**config.mk**
```make
export PLATFORM = sky130hd
export DESIGN_NAME = huff_len_pack
export DESIGN_NICKNAME = d
export VERILOG_FILES = /design/src/rtl/huff_pkg.sv /design/src/rtl/huff_word_fmt.sv /design/src/rtl/huff_len_pack.sv
export SDC_FILE = /design/constraint.sdc
export NUM_CORES = 1
export LEC_CHECK = 0
export ABC_AREA = 1
export ABC_CLOCK_PERIOD_IN_PS = 8350
export CAP_MARGIN = 0
export CORE_MARGIN = 2
export CORE_UTILIZATION = 57
export DETAILED_ROUTE_END_ITERATION = 7
export PLACE_DENSITY = 0.88
export SYNTH_ARGS = -nofsm -noshare
export SYNTH_HDL_FRONTEND = slang
export SYNTH_SLANG_ARGS = --single-unit
```
**constraint.sdc**
```tcl
create_clock -name clk -period 8.35 [get_ports clk]
set_input_delay 2.505 -clock clk [delete_from_list [all_inputs] [get_ports clk]]
set_output_delay 2.505 -clock clk [all_outputs]
set_load 0.1 [all_outputs]
```
**src/rtl/huff_pkg.sv**
```systemverilog
// Shared definitions for the Huffman length-framed word format (packer and analyzer).
package huff_pkg;

  // END marker placed directly above the last payload bit.
  localparam logic [5:0] HUFF_END = 6'b010010;

  localparam int unsigned HUFF_BUS_WIDTH = 64;
  localparam int unsigned HUFF_CAP       = HUFF_BUS_WIDTH - 6;
  localparam int unsigned HUFF_FILL_W    = $clog2(HUFF_BUS_WIDTH - 5);

  typedef enum logic [0:0] {
    StAccum,
    StEmit
  } huff_pack_st_e;

  // Width needed to hold a fill count of 0..bus_width-6.
  function automatic int unsigned huff_fill_w(int unsigned bus_width);
    return $clog2(bus_width - 5);
  endfunction

endpackage

```
**src/rtl/huff_word_fmt.sv**
```systemverilog
// Formats an accumulated payload into {zeros, END_, payload}.
module huff_word_fmt
  import huff_pkg::*;
#(
  parameter logic [5:0]  END_      = HUFF_END,
  parameter int unsigned BUS_WIDTH = HUFF_BUS_WIDTH,
  localparam int unsigned CAP      = BUS_WIDTH - 6,
  localparam int unsigned FW       = huff_fill_w(BUS_WIDTH)
) (
  input  logic [CAP-1:0]       acc,
  input  logic [FW-1:0]        fill,
  output logic [BUS_WIDTH-1:0] word
);

  logic [CAP-1:0]       payload;
  logic [BUS_WIDTH-1:0] marker;

  always_comb begin
    // Masking keeps the word clean even if stale bits sit above fill.
    payload = acc & ~({CAP{1'b1}} << fill);
    marker  = {{(BUS_WIDTH - 6){1'b0}}, END_} << fill;
    word    = marker | {6'b000000, payload};
  end

endmodule

```
**src/rtl/huff_len_pack.sv**
```systemverilog
// Packs variable-length Huffman codes LSB-first into END-marked bus words.
// Optional illegal-length drop and sticky len_err under HUFF_PACK_LEN_CHECK_EN.
module huff_len_pack
  import huff_pkg::*;
#(
  parameter logic [5:0]  END_       = HUFF_END,
  parameter int unsigned BUS_WIDTH  = HUFF_BUS_WIDTH,
  parameter int unsigned CODE_WIDTH = 16,
  parameter int unsigned LEN_WIDTH  = 5
) (
  input  logic                           clk,
  input  logic                           rst,
  input  logic [CODE_WIDTH-1:0]          code_in,
  input  logic [LEN_WIDTH-1:0]           code_len,
  input  logic                           code_valid,
  output logic                           code_ready,
  input  logic                           flush,
  output logic [BUS_WIDTH-1:0]           dout,
  output logic [$clog2(BUS_WIDTH-5)-1:0] dout_len,
  output logic                           dout_valid,
  input  logic                           dout_ready,
  output logic                           len_err
);

  localparam int unsigned CAP = BUS_WIDTH - 6;
  localparam int unsigned FW  = huff_fill_w(BUS_WIDTH);
  localparam int unsigned SW  = ((FW > LEN_WIDTH) ? FW : LEN_WIDTH) + 1;

  huff_pack_st_e        state_q, state_d;
  logic [CAP-1:0]       acc_q, acc_d;
  logic [FW-1:0]        fill_q, fill_d;
  logic [BUS_WIDTH-1:0] dout_q;
  logic [FW-1:0]        dout_len_q;

  logic [SW-1:0]        sum;
  logic                 fits;
  logic                 len_ok;
  logic                 take;
  logic [BUS_WIDTH-1:0] code_ext;
  logic [BUS_WIDTH-1:0] code_sh;
  logic [BUS_WIDTH-1:0] word;
  logic                 unused_code_sh_hi;

`ifdef HUFF_PACK_LEN_CHECK_EN
  logic len_err_q;

  assign len_ok = (code_len != '0) && (SW'(code_len) <= SW'(CODE_WIDTH));

  always_ff @(posedge clk) begin
    if (rst) begin
      len_err_q <= 1'b0;
    end else if (state_q == StAccum && code_valid && !len_ok) begin
      len_err_q <= 1'b1;
    end
  end

  assign len_err = len_err_q;
`else
  assign len_ok  = 1'b1;
  assign len_err = 1'b0;
`endif

  assign code_ext          = {{(BUS_WIDTH - CODE_WIDTH){1'b0}}, code_in};
  assign unused_code_sh_hi = ^code_sh[BUS_WIDTH-1:CAP];

  always_comb begin
    state_d    = state_q;
    acc_d      = acc_q;
    fill_d     = fill_q;
    code_ready = 1'b0;
    take       = 1'b0;
    // One bit wider than fill so fill+code_len cannot wrap.
    sum        = SW'(fill_q) + SW'(code_len);
    fits       = (sum <= SW'(CAP));
    code_sh    = (code_ext & ~({BUS_WIDTH{1'b1}} << code_len)) << fill_q;

    unique case (state_q)
      StAccum: begin
        // Illegal lengths (check build only) are accepted and dropped.
        code_ready = fits || !len_ok;
        take       = code_valid && len_ok && fits;
        if (take) begin
          acc_d  = acc_q | code_sh[CAP-1:0];
          fill_d = sum[FW-1:0];
        end
        if (take && (sum == SW'(CAP))) begin
          state_d = StEmit;
        end else if (code_valid && len_ok && !fits) begin
          // Overflowing code stays pending for the next word.
          state_d = StEmit;
        end else if (flush && (fill_d != '0)) begin
          state_d = StEmit;
        end
      end
      StEmit: begin
        if (dout_ready) begin
          acc_d   = '0;
          fill_d  = '0;
          state_d = StAccum;
        end
      end
      default: begin
        state_d = StAccum;
      end
    endcase
  end

  huff_word_fmt #(
    .END_      (END_),
    .BUS_WIDTH (BUS_WIDTH)
  ) u_fmt (
    .acc  (acc_d),
    .fill (fill_d),
    .word (word)
  );

  always_ff @(posedge clk) begin
    if (rst) begin
      state_q    <= StAccum;
      acc_q      <= '0;
      fill_q     <= '0;
      dout_q     <= '0;
      dout_len_q <= '0;
    end else begin
      state_q <= state_d;
      acc_q   <= acc_d;
      fill_q  <= fill_d;
      if (state_q == StAccum && state_d == StEmit) begin
        dout_q     <= word;
        dout_len_q <= fill_d;
      end
    end
  end

  assign dout       = dout_q;
  assign dout_len   = dout_len_q;
  assign dout_valid = (state_q == StEmit);

endmodule
```
### Word-level counts from Yosys, hierarchy flattened

Index checks and enable logic that the tools add are counted.

| storage, ports and cells | value |
|---|---|
| register bits after elaboration | 135 |
| bits of input ports | 26 |
| output and inout port bits | 73 |
| logic and storage cells | 39 |

| operators by class | value |
|---|---|
| add/subtract/negate cells | 1 |
| $lt $le $gt $ge | 1 |
| equality and inequality tests | 1 |
| shift-type cells | 4 |
| muxes and demuxes | 13 |
| bitwise logic cells | 7 |
| reductions and logical operators | 7 |

Operator list:

| kind | number |
|---|---|
| $mux 58 | 2 |
| $pmux 58 s2 | 1 |
| $and 16x64->64 | 1 |
| $not 64->64 | 1 |
| $or 64x58->64 | 1 |
| $shl 5x6->64 const A | 1 |
| $shl 64x5->64 const A | 1 |
| $shl 64x6->58 | 1 |
| $and 58x58->58 | 1 |
| $not 58->58 | 1 |
| $or 58x58->58 | 1 |
| $shl 58x6->58 const A | 1 |
| $mux 6 | 3 |
| $pmux 6 s2 | 1 |
| $add 6x5->7 | 1 |
| $eq 7x6->1 const B | 1 |
| $le 7x6->1 const B | 1 |
| $reduce_bool 6->1 | 1 |
| $logic_and 1x1->1 | 5 |
| $mux 1 | 5 |
| $pmux 1 s2 | 1 |
| $logic_not 1->1 | 1 |
| $not 1->1 | 1 |

### Logic depth before layout (Yosys ltp)

Gate-level depths: netlist of run 1.

| depth | value |
|---|---|
| word-level depth | 12 |
| depth in mapped cells | 25 |
| depth with buffers taken out | 25 |

### Modules after synthesis

A second synthesis of run 1 with hierarchy kept.

| unflattened totals | value |
|---|---|
| cell total of the unflattened synthesis | 1,496 |
| area, all modules | 8,803.4 um2 |

Modules (own cells, without submodules):

| module | instances | cells an instance | area each (um2) | sequential area each (um2) |
|---|---|---|---|---|
| huff_len_pack | 1 | 1,180 | 7,372.1 | 2,702.6 |
| huff_word_fmt | 1 | 316 | 1,431.4 | 0.0 |

### Worst setup path after synthesis of run 1

Ideal clock, no wire load.

| timing | value |
|---|---|
| path type | in2out |
| start | input port code_len[0] |
| end | output port code_ready |
| arrival | 5.138 ns |
| data required time | 5.845 ns |
| slack | 0.707 ns |
| cell stages on the path | 9 |
| buffers on the path | 0 |
| cell sequence | ha_1 fa_1 nand3_1 nand2_1 nand2_1 inv_1 o21ai_0 nand2_2 a21oi_1 |

| between the ends | value |
|---|---|
| cells in the longest elaborated chain, start to end | 3 |

RTL lines:

| element | RTL line | RTL |
|---|---|---|
| start, declared | huff_len_pack.sv:14 | `input logic [LEN_WIDTH-1:0] code_len,` |
| $add 6x5->7 | huff_len_pack.sv:73 | `sum = SW'(fill_q) + SW'(code_len);` |
| $le 7x6->1 | huff_len_pack.sv:74 | `fits = (sum <= SW'(CAP));` |
| $mux 1 | huff_len_pack.sv:77 | `unique case (state_q)` |
| end, declared | huff_len_pack.sv:16 | `output logic code_ready,` |

Every way passes these cells.

### Worst setup path in the final report of run 1

Same ends and word-level chain as after synthesis.

==> out/results.ini, run 1 <==
[run_status]
run_status = finished, final reports clean

[power_and_ir_drop]
p_leak_uw = 0.00487
p_comb_frac = 0.577
power.share.switching = 0.547
ir_worst_vdd_mv = 0.167
pwr-share-clk = 0.206
power.density_nw_per_um2 = 376
intPower_uw = 1720
netSwitchingPower_uw = 2080
sequentialPowerShare = 0.217

[yosys]
syn-num-nets = 1504
synth_most_common_cell = nand2_1
avgSynthCellArea_um2 = 5.92
synth_fa_ha_area_frac = 0.0167
synth-compound-area-share = 0.0854
seq_area_frac_synth = 0.311
yosysTopAreaCellShare = 0.311
synthMuxAreaShare = 0
synthTopCellsByArea = dfxtp_1, nand2_1, nand3_1
synthTopCellsByCount = nand2_1, nand3_1, nor2_1, dfxtp_1, inv_1
synthArstFlopShare = 0
synth_area_um2 = 8680
synth_top_family_by_area = simple AND/OR/NAND/NOR gates
yosysTopAreaCell = dfxtp_1
yosys.area_share.xor_xnor = 0.00187
synthSimpleGateAreaFrac = 0.475
ys.flop_type = dfxtp_1
ys_ff_latch = 135
synth-edff-count = 0
synth_cell_types = 41
synthCells = 1467
yosys_warnings = 0

[final_layout]
diodes = 0
instances_no_fill = 1709
ff_latch_area_um2 = 2700
finish.utilization = 0.673
finalNetCount = 1545
drive_above_1_share = 0.0565
syn_to_final_growth_pct = 16.5
n_fill_cell = 1405
multi_input_area_um2 = 5040

[clock_network]
cts_buffer_depth = 2
cts_sinks = 135
postCtsSetupBuffers = 0
insertion_delay_ps = 440
root_buffer = clkbuf_16
htreeDepth = 4
cts_resized = 0
cts_buffers = 17
cts_hold_buf = 0
clkTransAtPathRegs_ps = 60
cts_tree = done

[timing]
fmax_mhz = 139
drv_slew = 0
setup_tns_ps = 0
hold_viol = 0
finalSetupViolations = 0
finalCritPeriodShare = 0.862
max_slew_margin = 0.254
finClkSkew_ps = 10.5
fin_crit_ps = 7200
rsz0062_at_grt = false
tightest_slew_ps = 1120

[die]
start_util = 0.578
pin_count = 99
die_w_um = 127
dieArea_um2 = 16200
fp-row-count = 45
fp.dieH_um = 127
coreArea_um2 = 15000

[setup_path]
reg2reg_depth = 21
worstSetupPathType = input pin to output pin
cp.arrival_ps = 4690
cp_data_required_time_ps = 5850
setup.worst_path.end_class = output pin
path_max_fanout = 4
crit_path_start_kind = input pin

[worst_hold_path]
whs_path_depth = 2
hold_class = flop to flop

[routing]
viasPerCell = 5.68
first_pass_iters = 6
postRouteAntennaNets = 0
top_layer_used = met5
wl_met3_mm = 3.28
postRouteWirelength_mm = 28.6
m1WireLength_mm = 11.5
vias = 9708
drt_iter0_drc = 1041
wl_per_cell_um = 16.7
wl_met2_mm = 12.9
drc = 0

[global_route]
grt_pass1_vias = 8813
grt_use_total = 0.358
antenna_found_initial = 1
grt_pass1_wl_mm = 45.8
grt_overflow_total = 0
grt_max_degree = 105

[placed_design]
numPlacedInstances = 1677
port_buffers = 97
gp_congestion = 1.03
place_hpwl_mm = 20.8

[flow_run]
cap_violations = 0

==> final timing paths <==
check	from	endpoint	slack, ps
setup / recovery	code_len[0]	code_ready	1150
hold / removal	dout_len[5]	dout_len[5]	470
setup reg to reg	fill_q[0]	dout[25]	3880
hold reg to reg	dout_len[5]	dout_len[5]	470
==> stage by stage <==
stage | hold WS, ps | area [um^2] | power [uW] | setup slack, ps
after floorplan | 446 | 8680 | 2500 | 707
after global placement | 460 | 9510 | 2960 | 1180
after detailed placement | 465 | 9510 | 2970 | 1140
after CTS | 475 | 10100 | 3760 | 1140
after global routing | 490 | 10100 | 4010 | 916
final | 472 | 10100 | 3810 | 1150
==> layout make-up <==
class,count,area share
clock buffer,17,0.0420
tap,188,0.0232
sequential,135,0.267
multi-input combinational,1115,0.498
timing repair buffer,106,0.102
clock inverter,15,0.0185
inverter,133,0.0493
==> placed cells by master (no fill, tap or decap), types with 2 or more instances in the layout <==
cell             instances
o21a_1                   2
inv_6                    2
nor2_1                 167
inv_2                    7
a22oi_1                  3
clkinv_4                 3
o21ai_1                 12
nand2_2                 17
clkbuf_16               17
o22ai_1                  6
nand3_2                  2
and2_1                   2
nand2_4                  6
nor2_4                   3
dfxtp_1                135
clkinvlp_4               3
buf_4                   10
nor3_1                   5
inv_1                  122
a21oi_2                  2
a22o_1                   3
o21ai_0                 55
a21oi_1                 48
nor2_2                   2
a31oi_1                  2
nand2_1                500
ha_1                    10
clkdlybuf4s50_1         95
nand3_1                238
clkinv_1                 4
bufinv_16                2
inv_8                    4
nand4_1                 19
==> metal layers <==
layer,track usage,vias to the layer above
li1,-,4770
met1,0.466,4344
met2,0.569,522
met3,0.103,70
met4,0.130,2
met5,0,-
==> flip-flops by register name, summed over array words and instances, names as in the netlist <==
name / flops
acc_q: 58
dout: 64
dout_len: 6
dout_valid: 1
fill_q: 6
==> power by group through the flow <==
stage	clock, uW	sequential (uW)	combinational, uW
after CTS	786	826	2150
after floorplan	0	1300	1190
after global routing	810	838	2360
after global placement	0	836	2130
after detailed placement	0	839	2140
final	785	827	2200
==> cell families (layout without fill, tap and decap cells) <==
family | Yosys count | count (layout)
AO/OA/AOI/OAI | 137 | 137
buffers and inverters | 217 | 271
XOR/XNOR | 1 | 1
AND/OR/NAND/NOR | 965 | 965
other | 1 | 1
adder cells (fa/ha/maj) | 11 | 11
flip-flops | 135 | 135
==> worst max-delay path, cell delays in order <==
cell and delay, ps:
clkdlybuf4s50_1 470, ha_1 270, fa_1 440, nand3_1 110, nand2_1 60, nand2_1 70
nand2_1 60, inv_1 90, nand4_1 130, a21oi_1 170, buf_4 310
Note: power is estimated with default switching activity, not from simulation.
==> run 2: changes to the inputs <==
- CORE_ASPECT_RATIO: not set -> 0.6
- CTS_CLUSTER_DIAMETER: not set -> 40
- SETUP_SLACK_MARGIN: not set -> 0.15
==> run 2 against run 1 <==
  * Worst hold slack got worse by 1.8 ps
  * Count of clock-buffer cells in the layout is 3 higher
  * Wire length increased by 7.7%
  * Critical path type unchanged
  * Critical path depth stayed put
  * Maximum frequency shrank 1.5%
  * Highest routed layer unchanged
  * Combinational power up 3%
  * Sequential share of layout area about the same
  * Sequential power increased by 1%
  * Non-clock buffer count increased by 2
==> out/results.ini, run 2 (synthesis results as in run 1) <==
[global_route]
grt_max_degree = 72
grt_use_total = 0.380
grtUsageMet3 = 0.128
use_met1 = 0.571
grt_pass1_vias = 8742
use_met2 = 0.508
grt_overflow_total = 0
antenna_found_initial = 0
grt_pass1_wl_mm = 47.7
gr-max-usage-layer = met1

[setup_path]
worstSetupPathType = input pin to output pin
crit_chain = clkdlybuf4s50_1 > ha_1 > fa_1 > nand3_1 > nand2_1 > nand2_1 > inv_1 > o21ai_0 > nand2_2 > a21oi_1 > buf_4
crit_path_start_kind = input pin
slowest_stage = clkdlybuf4s50_1
crit_top_cell = nand2_1
cp_data_required_time_ps = 5850
cp.arrival_ps = 4810
slowest_delay_ps = 480
setup.worst_path.end_class = output pin
path_max_fanout = 4

[timing]
hold_viol = 0
finClkSkew_ps = 10.7
max_slew_margin = 0.191
tightest_slew_ps = 1210
finalCritPeriodShare = 0.876
setup_tns_ps = 0
fmax_mhz = 137
fin_crit_ps = 7310
whs_ps = 470
finalSetupViolations = 0
rsz0062_at_grt = false
drv_slew = 0

[routing]
drc = 0
drt_iter0_drc = 1599
wl_per_cell_um = 17.9
vias = 10130
first_pass_iters = 8
postRouteAntennaNets = 0
postRouteWirelength_mm = 30.8
viasPerCell = 5.89

[clock_network]
cts_buffer_depth = 2
htreeDepth = 4
cts_hold_buf = 0
insertion_delay_ps = 430
cts_tree = done
root_buffer = clkbuf_16
cts_buffers = 17
cts_resized = 0
cts_sinks = 135
clkTransAtPathRegs_ps = 50
postCtsSetupBuffers = 0

[final_layout]
largest_reg_flops = 64
layout_common_cells = nand2_1, nand3_1, nor2_1
final_common_cell = nand2_1
finish.utilization = 0.690
syn_to_final_growth_pct = 16.7
n_fill_cell = 1370
drive_above_1_share = 0.0558
finalNetCount = 1547
diodes = 0

[die]
pin_count = 99
fp.dieH_um = 99.6
fp-row-count = 34
start_util = 0.592
die_w_um = 163
dieArea_um2 = 16300
coreArea_um2 = 14700

[power_and_ir_drop]
total_power_uw = 3880
power.density_nw_per_um2 = 383
p_leak_uw = 0.00486
ir_worst_vdd_mv = 0.259

[placed_design]
place_hpwl_mm = 22.9
gp_congestion = 1.05
port_buffers = 97

[run_status]
run_status = finished, final reports clean

[flow_run]
cap_violations = 0

[worst_hold_path]
hold_class = flop to flop

[run 2: metal layers]
metal	up-vias	part of all wire	wire (um)
li1	4759	-	-
met1	4533	0.44	13400
met2	773	0.38	11600
met3	63	0.16	5040
met4	2	0.020	601
met5	-	0.0034	105
[run 2: final timing paths]
check	start	to	slack [ps]	cells past startpoint
max	code_len[0]	code_ready	1040	11
max reg2reg	fill_q[2]	dout[25]	3550	22
min reg2reg	dout[58]	dout[58]	470	2
min	dout[58]	dout[58]	470	2
[run 2: report_power, final]
part,leakage (uW),internal [uW],switching [uW],total [uW]
Combinational,0.00348,517,1760,2270
Clock,0.000278,476,297,773
Sequential,0.00110,758,80.2,838
Total,0.00486,1750,2130,3880
[run 2: final cells by class]
class	count	area [um^2]	share of cell area
sequential	135	2700	0.267
tap	198	248	0.0245
multi-input combinational	1115	5040	0.497
clock buffer	20	447	0.0441
inverter	133	499	0.0493
timing repair buffer	108	1050	0.103
clock inverter	11	151	0.0149
[run 2: critical path: cells and delay by family]
kind | cells | cell delay (ps)
AO/OA/AOI/OAI | 2 | 350
adder cells (fa/ha/maj) | 2 | 720
buffers and inverters | 3 | 830
AND/OR/NAND/NOR | 4 | 400
[run 2: per-stage QoR]
step / area (um^2) / setup WS, ps / instances
final: 10100 / 1040 / 1720
after global routing: 10100 / 885 / 1720
after CTS: 10100 / 1060 / 1720
after detailed placement: 9530 / 1080 / 1689
after global placement: 9530 / 1110 / 1689
after floorplan: 8680 / 707 / 1467
==> run 3: changes to the inputs <==
==> constraint.sdc (replaced) <==
create_clock -name clk -period 8.35 [get_ports clk]
set_input_delay 1.67 -clock clk [delete_from_list [all_inputs] [get_ports clk]]
set_output_delay 1.67 -clock clk [all_outputs]
set_load 0.1 [all_outputs]
==> run 3 against run 2 <==
  * Flip-flop and latch count unchanged
  * Largest power group unchanged
  * First-iteration DRC count up 9.1%
  * Die area unchanged
  * Via count up 0.88%
  * Sequential power about the same
  * Final cell count down 0.12%
  * Critical path depth unchanged
==> out/results.ini, run 3 (synthesis results as in run 1) <==
[power_and_ir_drop]
total_power_uw = 3860
power.density_nw_per_um2 = 382
ir_worst_vdd_mv = 0.239
p_leak_uw = 0.00484

[final_layout]
final_common_cell = nand2_1
layout_common_cells = nand2_1, nand3_1, nor2_1
largest_reg_flops = 64
finalNetCount = 1544
drive_above_1_share = 0.0539
syn_to_final_growth_pct = 16.3
diodes = 0

[timing]
finalSetupViolations = 0
rsz0062_at_grt = false
whs_ps = 471
hold_viol = 0
fmax_mhz = 156
drv_slew = 0
fin_crit_ps = 6420
max_slew_margin = 0.204
tightest_slew_ps = 1190
finalCritPeriodShare = 0.769
finClkSkew_ps = 8.27
setup_tns_ps = 0

[die]
pin_count = 99
coreArea_um2 = 14700
dieArea_um2 = 16300
die_w_um = 163
fp.dieH_um = 99.6
fp-row-count = 34
start_util = 0.592

[routing]
postRouteWirelength_mm = 30.3
wl_per_cell_um = 17.6
viasPerCell = 5.95
drc = 0
first_pass_iters = 7
postRouteAntennaNets = 0
drt_iter0_drc = 1744
vias = 10219

[clock_network]
cts_buffer_depth = 2
cts_sinks = 135
insertion_delay_ps = 430
root_buffer = clkbuf_16
cts_buffers = 17
cts_tree = done
clkTransAtPathRegs_ps = 60
htreeDepth = 4
cts_hold_buf = 0
cts_resized = 0
postCtsSetupBuffers = 0

[global_route]
grt_max_degree = 72
antenna_found_initial = 2
grt_use_total = 0.375
grt_pass1_wl_mm = 47.7
grt_overflow_total = 0
grt_pass1_vias = 9087

[placed_design]
place_hpwl_mm = 22.3
port_buffers = 97
gp_congestion = 1.10

[setup_path]
worstSetupPathType = input pin to output pin
cp.arrival_ps = 4750
crit_path_start_kind = input pin
setup.worst_path.end_class = output pin
cp_data_required_time_ps = 6680
reg2reg_depth = 12
path_max_fanout = 4

[worst_hold_path]
whs_path_depth = 2
hold_class = flop to flop

[run_status]
run_status = finished, final reports clean

[flow_run]
cap_violations = 0

==> run 3: layout make-up <==
class / count / area (um^2)
clock buffers: 19 / 433
flip-flops and latches: 135 / 2700
well taps: 198 / 248
inverters: 133 / 499
clock inverters: 13 / 149
multi-input cells: 1115 / 5040
repair buffers: 105 / 1030
fillers: 1325 / 4580
==> run 3: metal layers <==
layer / global-route usage / vias up / part of all wire
met4: 0.102 / 0 / 0.027
met5: 0 / - / 0
met3: 0.176 / 120 / 0.17
li1: - / 4762 / -
met2: 0.507 / 760 / 0.38
met1: 0.529 / 4577 / 0.42
==> run 3: final timing paths <==
path / startpoint / end / slack [ps]
hold reg to reg: dout_len[5] / dout_len[5] / 470
hold / removal: dout_len[5] / dout_len[5] / 470
setup reg to reg: dout_valid / dout[25] / 3590
setup / recovery: code_len[0] / code_ready / 1930
==> run 3: power by group <==
group | leakage, uW | switching, uW | internal (uW) | total [uW]
Sequential | 0.00110 | 81.1 | 758 | 839
Clock | 0.000275 | 315 | 443 | 759
Combinational | 0.00347 | 1750 | 512 | 2260
==> run 3: critical path, cell delays in order <==
cell,delay [ps]
clkdlybuf4s50_1,470
ha_1,270
fa_1,440
nand3_1,130
nand2_1,60
nand2_1,80
nand2_1,70
inv_1,90
nand4_1,140
a21oi_1,170
clkdlybuf4s50_1,1150
==> run 3: stage by stage <==
stage | setup WS (ps) | util | std cells | instance area (um^2)
floorplan | 2380 | - | 1467 | 8680
global placement | 1970 | 0.648 | 1686 | 9510
detailed placement | 1930 | 0.648 | 1686 | 9510
CTS | 1930 | 0.688 | 1718 | 10100
global route | 1780 | 0.688 | 1718 | 10100
finish | 1930 | 0.688 | 1718 | 10100
